--- src/rtl/ov7670_frame_capture.sv ---
// OV7670 DVP capture: armed, frame-synchronised pixel capture into a frame-buffer write port.
// Unpacks RGB565 to RGB888 or YUV422 to grayscale, with integer decimation and frame status pulses.
module ov7670_frame_capture #(
    parameter int IMG_WIDTH  = 320,
    parameter int IMG_HEIGHT = 240,
    parameter int DECIM      = 1,
    localparam int OUT_W      = IMG_WIDTH / DECIM,
    localparam int OUT_H      = IMG_HEIGHT / DECIM,
    localparam int ADDR_WIDTH = $clog2(OUT_W * OUT_H)
) (
    input  logic                  pclk,
    input  logic                  reset,
    input  logic                  arm,
    input  logic                  continuous,
    input  logic                  fmt,
    input  logic                  href,
    input  logic                  vsync,
    input  logic [7:0]            data,
    output logic                  we,
    output logic [ADDR_WIDTH-1:0] wAddr,
    output logic [23:0]           wData,
    output logic                  busy,
    output logic                  frame_done,
    output logic                  frame_err
);
    localparam int TOTAL = OUT_W * OUT_H;
    localparam int XW    = $clog2(IMG_WIDTH + 1);
    localparam int YW    = $clog2(IMG_HEIGHT + 1);
    localparam int CW    = $clog2(TOTAL + 1);

    localparam logic [XW-1:0] X_LIM  = XW'(IMG_WIDTH);
    localparam logic [YW-1:0] Y_LIM  = YW'(IMG_HEIGHT);
    localparam logic [CW-1:0] C_LIM  = CW'(TOTAL);
    localparam logic [XW-1:0] X_MASK = XW'(DECIM - 1);
    localparam logic [YW-1:0] Y_MASK = YW'(DECIM - 1);

    typedef enum logic [1:0] {IDLE, WAIT_VS, CAPTURE, DONE} state_t;

    state_t          state, state_nx;
    logic            vs_q, vs_q2, hs_q, hs_q2;
    logic [7:0]      data_q, hi;
    logic            tog, cont_l, fmt_l, ovf;
    logic [XW-1:0]   x;
    logic [YW-1:0]   y;
    logic [CW-1:0]   count;
    logic            vs_fall, vs_rise, hs_fall;
    logic            phase_hit, in_window;
    logic [23:0]     pix;

    assign vs_fall = vs_q2 & ~vs_q;
    assign vs_rise = ~vs_q2 & vs_q;
    assign hs_fall = hs_q2 & ~hs_q;

    // Decimation phase and window are judged on the pixel's own coordinates (pre-increment x).
    assign phase_hit = ((x & X_MASK) == '0) && ((y & Y_MASK) == '0);
    assign in_window = (x < X_LIM) && (y < Y_LIM) && (count < C_LIM);

    assign pix = fmt_l ? {hi, hi, hi}
                       : {hi[7:3], 3'b000, hi[2:0], data_q[7:5], 2'b00, data_q[4:0], 3'b000};

    always_ff @(posedge pclk) begin
        if (reset) state <= IDLE;
        else       state <= state_nx;
    end

    always_comb begin
        state_nx   = state;
        busy       = 1'b0;
        frame_done = 1'b0;
        frame_err  = 1'b0;
        case (state)
            IDLE: if (arm) state_nx = WAIT_VS;
            WAIT_VS: begin
                busy = 1'b1;
                if (vs_fall) state_nx = CAPTURE;
            end
            CAPTURE: begin
                busy = 1'b1;
                if (vs_rise) state_nx = DONE;
            end
            DONE: begin
                frame_done = 1'b1;
                frame_err  = ovf || (count != C_LIM);
                state_nx   = cont_l ? WAIT_VS : IDLE;
            end
            default: state_nx = IDLE;
        endcase
    end

    always_ff @(posedge pclk) begin
        if (reset) begin
            vs_q   <= 1'b0;
            vs_q2  <= 1'b0;
            hs_q   <= 1'b0;
            hs_q2  <= 1'b0;
            data_q <= '0;
            hi     <= '0;
            tog    <= 1'b0;
            cont_l <= 1'b0;
            fmt_l  <= 1'b0;
            ovf    <= 1'b0;
            x      <= '0;
            y      <= '0;
            count  <= '0;
            we     <= 1'b0;
            wAddr  <= '0;
            wData  <= '0;
        end else begin
            vs_q   <= vsync;
            vs_q2  <= vs_q;
            hs_q   <= href;
            hs_q2  <= hs_q;
            data_q <= data;
            we     <= 1'b0;

            if (state == IDLE && arm)
                cont_l <= continuous;

            // Address advances after each accepted write and parks on the last slot.
            if (we && count != C_LIM)
                wAddr <= wAddr + ADDR_WIDTH'(1);

            if (state == WAIT_VS && vs_fall) begin
                fmt_l <= fmt;
                tog   <= 1'b0;
                ovf   <= 1'b0;
                x     <= '0;
                y     <= '0;
                count <= '0;
                wAddr <= '0;
            end

            // A vsync rise aborts any line in flight; DONE then clears the line state.
            if (state == CAPTURE && !vs_rise) begin
                if (hs_q) begin
                    if (!tog) begin
                        hi  <= data_q;
                        tog <= 1'b1;
                    end else begin
                        tog <= 1'b0;
                        if (x < X_LIM) x <= x + XW'(1);
                        if (phase_hit) begin
                            if (in_window) begin
                                we    <= 1'b1;
                                wData <= pix;
                                count <= count + CW'(1);
                            end else begin
                                ovf <= 1'b1;
                            end
                        end
                    end
                end else if (hs_fall) begin
                    tog <= 1'b0;
                    x   <= '0;
                    if (x != '0 && y < Y_LIM) y <= y + YW'(1);
                end
            end

            if (state == DONE) begin
                tog   <= 1'b0;
                ovf   <= 1'b0;
                x     <= '0;
                y     <= '0;
                count <= '0;
                wAddr <= '0;
            end
        end
    end
endmodule

--- config.mk ---
export PLATFORM = sky130hd
export DESIGN_NAME = ov7670_frame_capture
export DESIGN_NICKNAME = d
export VERILOG_FILES = /design/src/rtl/ov7670_frame_capture.sv
export SDC_FILE = /design/constraint.sdc
export NUM_CORES = 1
export LEC_CHECK = 0
export ABC_AREA = 1
export CAP_MARGIN = 20
export CORE_UTILIZATION = 35
export DETAILED_ROUTE_END_ITERATION = 10
export PLACE_DENSITY = 0.52
export SETUP_SLACK_MARGIN = 0.2
export SYNTH_ARGS = -nofsm -noshare
export SYNTH_HDL_FRONTEND = slang
export SYNTH_SLANG_ARGS = --single-unit
--- constraint.sdc ---
create_clock -name pclk -period 1.8 [get_ports pclk]
set_input_delay 0.36 -clock pclk [delete_from_list [all_inputs] [get_ports pclk]]
set_output_delay 0.36 -clock pclk [all_outputs]
set_load 0.01 [all_outputs]
* Word-level counts from Yosys, hierarchy flattened
Cells that the tools add are included.
** Storage, ports and cells
- Register bits :: 102
- Input port bits :: 15
- Output and inout port bits :: 45
- Logic and storage cells :: 93
** Cells by class
- $add $sub $neg :: 4
- $lt $le $gt $ge :: 3
- Equal/unequal tests :: 7
- Mux-type cells :: 36
- Bitwise logic cells :: 8
- Reduce and logical (&&, ||, !) cells :: 18
** Operators by type and width (number)
- $mux W17 :: 5
- $mux W9 :: 6
- $mux W8 :: 5
- $add A17 B1 Y17 const B :: 2
- $mux W19 :: 1
- $lt A17 B17 Y1 const B :: 1
- $ne A17 B17 Y1 const B :: 1
- $mux W1 :: 15
- $add A9 B1 Y9 const B :: 1
- $lt A9 B9 Y1 const B :: 1
- $reduce_bool A9 Y1 :: 1
- $add A8 B1 Y8 const B :: 1
- $lt A8 B8 Y1 const B :: 1
- $pmux W2 S4 :: 1
- $logic_and A1 B1 Y1 :: 7
- $mux W2 :: 3
- $ne A2 B2 Y1 const B :: 3
- $reduce_and A3 Y1 :: 2
- $not A1 Y1 :: 5
- $eq A2 B2 Y1 const B :: 2
- $reduce_and A4 Y1 :: 1
- $reduce_or A2 Y1 :: 2
- $reduce_or A4 Y1 :: 1
- $and A1 B1 Y1 :: 3
- 5 further kinds :: 5

* Depth between registers and ports, before layout
Gate-level depths: netlist (run 1).
- Depth in word-level cells :: 8
- Depth in mapped cells :: 11

* Worst setup path before layout (run 1)
Ideal clock, no wire load.
- Kind :: register -> register
- Start :: register state[0]
- End :: register hi[3]
- Arrival :: 1.411 ns
- Data required time :: 1.680 ns
- Setup slack :: 0.269 ns
- Cell stages (with the launch flop) :: 9
- Buffers on the path :: 0
- Clock period less this slack :: 1.531 ns
- Cell sequence :: dfxtp_1 > inv_1 > ha_1 > inv_1 > a21oi_4 > nand2_1 > clkinv_1 > o21ai_0 > a21oi_1
** On the way
- Longest elaborated chain between the ends :: 3
** RTL lines
- start, declared :: line 39 : state_t state, state_nx;
- start signal, assigned :: line 63 : else state <= state_nx;
- $eq A2 B2 Y1 :: line 134 : if (state == CAPTURE && !vs_rise) begin
- $logic_and A1 B1 Y1 :: line 134
- $reduce_and A3 Y1 (no source line)
- end signal, assigned :: line 137 : hi <= data_q;
- end, declared :: line 41 : logic [7:0] data_q, hi;
Every way passes these cells.
A chain may end at the register's enable or synchronous reset.

* Worst setup path after layout (run 1)
- Start :: register count[1]
- End :: output port frame_err
** On the way
- Longest elaborated chain between the ends :: 3
** RTL lines
- start, declared :: line 45 : logic [CW-1:0] count;
- start signal, assigned :: line 146 : count <= count + CW'(1);
- $ne A17 B17 Y1 :: line 83 : frame_err = ovf || (count != C_LIM);
- $logic_or A1 B1 Y1 :: line 83
- $mux W1 :: line 71 : case (state)
- end, declared :: line 24 : output logic frame_err
Every way passes these cells.

==> results of run 1 <==
-- worst min-delay path by stage --
stage / from / to / slack, ps / cells after the start
2_1_floorplan: data_q[3]$_SDFF_PP0_ / hi[3]$_SDFFE_PP0P_ / 420 / 2
5_1_grt: data_q[5]$_SDFF_PP0_ / hi[5]$_SDFFE_PP0P_ / 490 / 2
4_1_cts: data_q[5]$_SDFF_PP0_ / hi[5]$_SDFFE_PP0P_ / 470 / 2
3_5_place_dp: cont_l$_SDFFE_PP0P_ / cont_l$_SDFFE_PP0P_ / 460 / 2
3_3_place_gp: data_q[5]$_SDFF_PP0_ / hi[5]$_SDFFE_PP0P_ / 450 / 2
6_report: hi[0]$_SDFFE_PP0P_ / wData[16]$_SDFFE_PP0P_ / 450 / 2
-- cell families (layout without fill, tap and decap cells) --
| logic type | count (synthesis) | in the layout | synth area share, % |
|---|---|---|---|
| fa+ha+maj | 11 | 11 | 2.62 |
| compound gates | 133 | 133 | 13.8 |
| simple gates | 406 | 406 | 33.5 |
| flops | 97 | 97 | 36.9 |
| buf+inv | 140 | 250 | 11.8 |
| xor+xnor | 8 | 8 | 1.33 |
-- per-stage QoR --
| stage | instance area, um^2 | hold slack [ps] | utilization [%] | instances |
|---|---|---|---|---|
| 3_3_place_gp | 6210 | 446 | 42.5 | 1051 |
| 4_1_cts | 6690 | 465 | 45.8 | 1074 |
| 2_1_floorplan | 5260 | 425 | - | 795 |
| 3_5_place_dp | 6210 | 455 | 42.5 | 1051 |
| 6_report | 7200 | 454 | 49.3 | 1089 |
| 5_1_grt | 7200 | 485 | 49.3 | 1089 |
-- Yosys cell counts, types with 6 or more instances --
cell	count	area share (%)
nor2_1	97	6.9
nor2_2	9	1.1
inv_1	106	7.6
nand2_2	13	1.5
nand2_1	207	15
ha_1	11	2.6
a21oi_2	9	1.5
nand3_1	44	4.2
a21oi_1	62	5.9
buf_2	7	0.67
buf_4	8	1.1
buf_6	6	1.3
dfxtp_1	97	37
o21ai_0	47	4.5
clkbuf_1	8	0.57
nand4_1	19	2.3
o21ai_1	7	0.67
-- flip-flops by register name, indices dropped and copies added (netlist names), 2 cells and up --
register,count
wData,19
state,2
wAddr,17
count,17
y,8
data_q,8
x,9
hi,8
-- layout make-up --
type,count,area share (%)
sequential,97,27.5
clock buffer,9,3.13
timing repair buffer,123,16.0
timing repair inverter,1,0.0696
clock inverter,7,1.10
inverter,110,6.29
multi-input combinational,558,42.7
tap,184,3.20
-- critical path: cells and delay by family (launching register included) --
kind / cells / cell delay (ps)
AO/OA/AOI/OAI: 1 / 100
AND/OR/NAND/NOR: 3 / 260
adder cells (fa/ha/maj): 1 / 140
buffers and inverters: 3 / 260
flip-flops: 1 / 330
-- power by group --
group | total, mW | switching (mW) | internal (mW)
logic | 0.944 | 0.501 | 0.443
clock network | 2.00 | 0.998 | 0.998
registers | 2.27 | 0.0611 | 2.21
total | 5.21 | 1.56 | 3.65
-- layer usage --
layer | wire length [um] | track usage (%)
met1 | 6690 | 23.7
met2 | 6600 | 29.2
met3 | 405 | 2.53
met4 | 220 | 7.02
met5 | 0 | 0
-- repair_timing --
| action | in CTS | in global routing |
|---|---|---|
| pin swaps | 14 | 41 |
| hold buffers | 0 | 0 |
| gates cloned | 0 | 2 |
| gates resized for setup | 117 | 109 |
| setup endpoints to repair | 88 | 72 |
| buffers inserted | 7 | 13 |
==> summary.txt, run 1 <==
Ys Warns -> 0
Static leakage -> 3.12 nW
Final Cycle Share -> 99.5%
Asr flop ratio synth -> 0%
Layout Nets -> 926
Clock Skews -> 11.2 ps
Peak supply drop -> 459 uV
Vias in the first global route -> 4838
Clk pin slew, worst setup/hold paths -> 70 ps
RSZ-0062 raised after global routing -> true
RR Startpoint -> state[1]$_SDFFE_PP0P_
Final wirelength -> 13.9 mm
Port bufs -> 59
Post-Synthesis Cell Area -> 5260 um^2
Post-synth top flop -> dfxtp_1
Crit-path cells -> inv_2, ha_4, nand3_4, nor2_4, nand2_4, o21ai_2, inv_1, buf_6
Worst skew pair latency -> 360 ps
HPWL after DPL -> 9.88 mm
Tot GR Track Use -> 17.9%
Cell Pwr Density -> 725 nW/um^2
Register-to-Register Path Depth -> 10
# IOs -> 60
Layout area overhead -> 36.8%
Reg2reg setup slack -> 140 ps
Pre-CTS WS -> -143 ps
Most frequent cells in the layout -> nand2_1 (190), inv_1 (96), nor2_1 (85)
Crit start category -> register
Die Wd -> 125 um
Final Setup Violations -> 0
Syn_nets -> 821
CTS buffer count -> 9
Final hold vios -> 0
Synth cell types -> 35
Crit path to -> frame_err
Peak fanout along the critical path -> 2
Core area -> 14600 um^2
Syn avg cell area -> 6.61 um^2
Worst endpoint required time -> 1440 ps
Largest net degree at the start of global routing -> 33
Sum Neg Setup Slack -> 0 ps
Initial antenna violation count -> 0
Fin crit period -> 1790 ps
H-tree depth -> 3
Number of synthesized flops with an enable pin -> 0
Total global routing overflow -> 0
Worst setup margin -> 9.58 ps
CTS root buf -> clkbuf_16
Ant. Diodes -> 0
Post-synthesis sequential area ratio -> 36.9%
WP data arrival -> 1430 ps
Commonest non-fill, non-tap cell in the layout -> nand2_1
FF+latch area -> 1980 um^2
WS Path Type -> reg -> out
Slew headroom -> 64.0%
Final ANT Viol Nets -> 0
Slew Limit Fails -> 0
Layout cells sized above 1 -> 25.1%
Max frequency -> 559 MHz
Vias -> 5215
# rows -> 44
Max incr delay on CP -> 330 ps
FILL cells -> 1452
Final Power -> 5.21 mW
Initial Util -> 36.0%
Die height -> 125 um
1st-iter DRT viols -> 235
Post-synthesis register bit count -> 97
Worst Hold Class -> reg -> reg
Clock Tree Buf Depth -> 2
CTS tree -> yes
First-pass GRT wire length -> 22.9 mm
Drc violations -> 0
Worst reg2reg path endpoint -> count[13]$_SDFF_PP0_
WL per Instance -> 12.8 um
Status -> finished clean
Multi-input gate area -> 3070 um^2
Worst-margin pin slew -> 540 ps
CTS sink cnt -> 97
Synth Instances -> 795
CP Capture Type -> primary output
Critical path origin -> count[1]$_SDFF_PP0_
Vias per cell -> 4.79
Slowest cell on the critical path -> dfxtp_2
Drt first pass iters -> 5
Max Cap Violations -> 0
Die ar. -> 15500 um^2
GP Congestion -> 0.812
Note: power is estimated with default switching activity, not from simulation.
==> run 2: changes to the inputs <==
- CTS_CLUSTER_SIZE: unset -> 20
- GPL_TIMING_DRIVEN: unset -> 0
==> summary.txt, run 2 (synthesized netlist as in run 1, its figures left out) <==
Crit path top cell by count -> inv_2
Final ANT Viol Nets -> 0 (unchanged)
Cell Pwr Density -> 729 nW/um^2 (was 725 nW/um^2)
1st-iter DRT viols -> 266 (was 235)
Max incr delay on CP -> 330 ps (about the same)
CTS root buf -> clkbuf_16 (unchanged)
RSZ-0062 raised after global routing -> true (unchanged)
Max frequency -> 545 MHz (was 559 MHz)
Initial antenna violation count -> 0 (unchanged)
Final wirelength -> 13.7 mm (was 13.9 mm)
Worst endpoint required time -> 1440 ps (about the same)
Initial Util -> 36.0% (unchanged)
Failing checks -> negative setup slack
Worst reg2reg path endpoint -> wData[12]$_SDFFE_PP0P_ (was count[13]$_SDFF_PP0_)
Die ar. -> 15500 um^2 (unchanged)
Hold endpoint -> wData[3]$_SDFFE_PP0P_ (was wData[16]$_SDFFE_PP0P_)
Max FFs per register -> 19 (unchanged)
Final Setup Violations -> 1 (was 0)
CTS buffer count -> 9 (unchanged)
Worst hold start -> reset (was hi[0]$_SDFFE_PP0P_)
Final hold vios -> 0 (unchanged)
Hold slack -> 264 ps (was 454 ps)
First-pass GRT wire length -> 23.3 mm (was 22.9 mm)
Port bufs -> 58 (was 59)
Largest registers -> wData: 19 flops, count: 17 flops, wAddr: 17 flops (unchanged)
Layout cells sized above 1 -> 19.6% (was 25.1%)
Die height -> 125 um (unchanged)
WL per Instance -> 12.6 um (was 12.8 um)
Peak supply drop -> 424 uV (was 459 uV)
Largest net degree at the start of global routing -> 17 (was 33)
Hold depth -> 2 (unchanged)
Total global routing overflow -> 0 (unchanged)
Layout Cells excl Fill -> 1083 (was 1089)
Worst skew pair latency -> 350 ps (was 360 ps)
Static leakage -> 3.09 nW (was 3.12 nW)
Die Wd -> 125 um (unchanged)
CP Capture Type -> primary output (unchanged)
Clock Tree Buf Depth -> 2 (unchanged)
CTS tree -> yes (unchanged)
Crit-path cells -> inv_2, ha_4, nand3_4, nor2_4, nand2_4, o21ai_2, inv_2, buf_6 (was inv_2, ha_4, nand3_4, nor2_4, nand2_4, o21ai_2, inv_1, buf_6)
Crit start category -> register (unchanged)
Slowest cell on the critical path -> dfxtp_2 (unchanged)
Commonest non-fill, non-tap cell in the layout -> nand2_1 (unchanged)
Slew headroom -> 52.8% (was 64.0%)
Reg2reg setup slack -> 230 ps (was 140 ps)
Cell family with most CP delay -> flip-flops (unchanged)
Drc violations -> 0 (unchanged)
Vias in the first global route -> 4934 (was 4838)
Slew Limit Fails -> 0 (unchanged)
# placed instances -> 1037 (was 1051)
Largest register by flop count -> wData (unchanged)
Layout area overhead -> 32.4% (was 36.8%)
Most frequent cells in the layout -> nand2_1 (201), inv_1 (98), nor2_1 (91) (was nand2_1 (190), inv_1 (96), nor2_1 (85))
Layout Nets -> 920 (was 926)
Drt first pass iters -> 4 (was 5)
Clk pin slew, worst setup/hold paths -> 70 ps (about the same)
Max Cap Violations -> 0 (unchanged)
Core Util, Final -> 47.7% (was 49.3%)
Sum Neg Setup Slack -> -34.6 ps (was 0 ps)
Tot GR Track Use -> 18.3% (was 17.9%)
Core area -> 14600 um^2 (unchanged)
Worst Hold Class -> in -> reg (was reg -> reg)
Vias -> 5199 (was 5215)
Status -> finished with violations (was finished clean)
Ant. Diodes -> 0 (unchanged)
RR Startpoint -> count[11]$_SDFF_PP0_ (was state[1]$_SDFFE_PP0P_)
# IOs -> 60 (unchanged)
Clock Skews -> 6.03 ps (was 11.2 ps)
Peak fanout along the critical path -> 2 (unchanged)
WP data arrival -> 1470 ps (was 1430 ps)
Worst setup margin -> -34.6 ps (was 9.58 ps)
Critical path buffers and inverters -> 3 (unchanged)
HPWL after DPL -> 9.93 mm (was 9.88 mm)
Worst-margin pin slew -> 708 ps (was 540 ps)
CTS sink cnt -> 97 (unchanged)
Vias per cell -> 4.80 (was 4.79)
# rows -> 44 (unchanged)
GP Congestion -> 0.845 (was 0.812)
Final Cycle Share -> 102% (was 99.5%)
Fin crit period -> 1830 ps (was 1790 ps)
WS Path Type -> reg -> out (unchanged)
H-tree depth -> 3 (unchanged)
Register-to-Register Path Depth -> 10 (unchanged)
Final Power -> 5.07 mW (was 5.21 mW)
==> run 2: cell count changes in the layout (fill, tap and decap cells not counted), moves of 6 or more <==
cell,delta
clkbuf_1,+8
nand2_1,+11
nor2_1,+6
dlygate4sd2_1,-7
nand2_4,-6
a21oi_2,-9
nand2_2,-7
a21oi_1,+9
buf_4,-15
dlymetal6s2s_1,+6
==> run 2: final cells by class <==
cell class	instances	area, um^2
buffer	30	275
clock buffer	11	233
clock inverter	5	63.8
fill	1457	7630
inverter	110	427
multi-input combinational	558	2940
sequential	97	1980
tap	184	230
timing repair buffer	87	803
timing repair inverter	1	7.51
==> run 2: repair_timing <==
action | 4_1_cts | 5_1_grt
gates cloned | 0 | 3
setup buffers | 12 | 15
pin swaps | 10 | 22
endpoints found under the setup margin | 115 | 74
hold buffers | 0 | 0
resized for setup | 113 | 73
==> run 2: power breakdown <==
group | switching (mW) | internal [mW]
logic | 0.450 | 0.353
clock network | 0.896 | 1.09
registers | 0.0706 | 2.21
total | 1.42 | 3.66
==> run 2: how the worst max path moves through the flow <==
stage | slack, ps | endpoint | cells past startpoint | startpoint
2_1_floorplan | 270 | hi[3]$_SDFFE_PP0P_ | 8 | state[0]$_SDFFE_PP0P_
3_3_place_gp | -250 | frame_err | 8 | count[0]$_SDFF_PP0_
3_5_place_dp | -240 | frame_err | 8 | count[0]$_SDFF_PP0_
4_1_cts | -50 | frame_err | 8 | count[4]$_SDFF_PP0_
5_1_grt | -130 | frame_err | 8 | count[1]$_SDFF_PP0_
6_report | -30 | frame_err | 8 | count[1]$_SDFF_PP0_
==> run 2: per-stage QoR <==
stage | setup slack [ps] | cell area [um^2]
final | -34.6 | 6960
after global routing | -134 | 6960
after CTS | -53.8 | 6570
after detailed placement | -241 | 6070
after global placement | -245 | 6070
after floorplan | 269 | 5260
==> run 2: worst register-to-register path, delay by kind of cell, from the launching register on <==
kind	cells	cell delay (ps)
flip-flops	1	310
buffers and inverters	4	590
AND/OR/NAND/NOR	5	480
AO/OA/AOI/OAI	1	50
==> run 2: per-layer routing <==
layer / vias up / wire length [um] / GRT usage (%)
met5: - / 0 / 0
met4: 0 / 264 / 6.87
met3: 15 / 408 / 2.49
met2: 95 / 6300 / 29.5
met1: 2381 / 6710 / 24.8
li1: 2708 / - / -
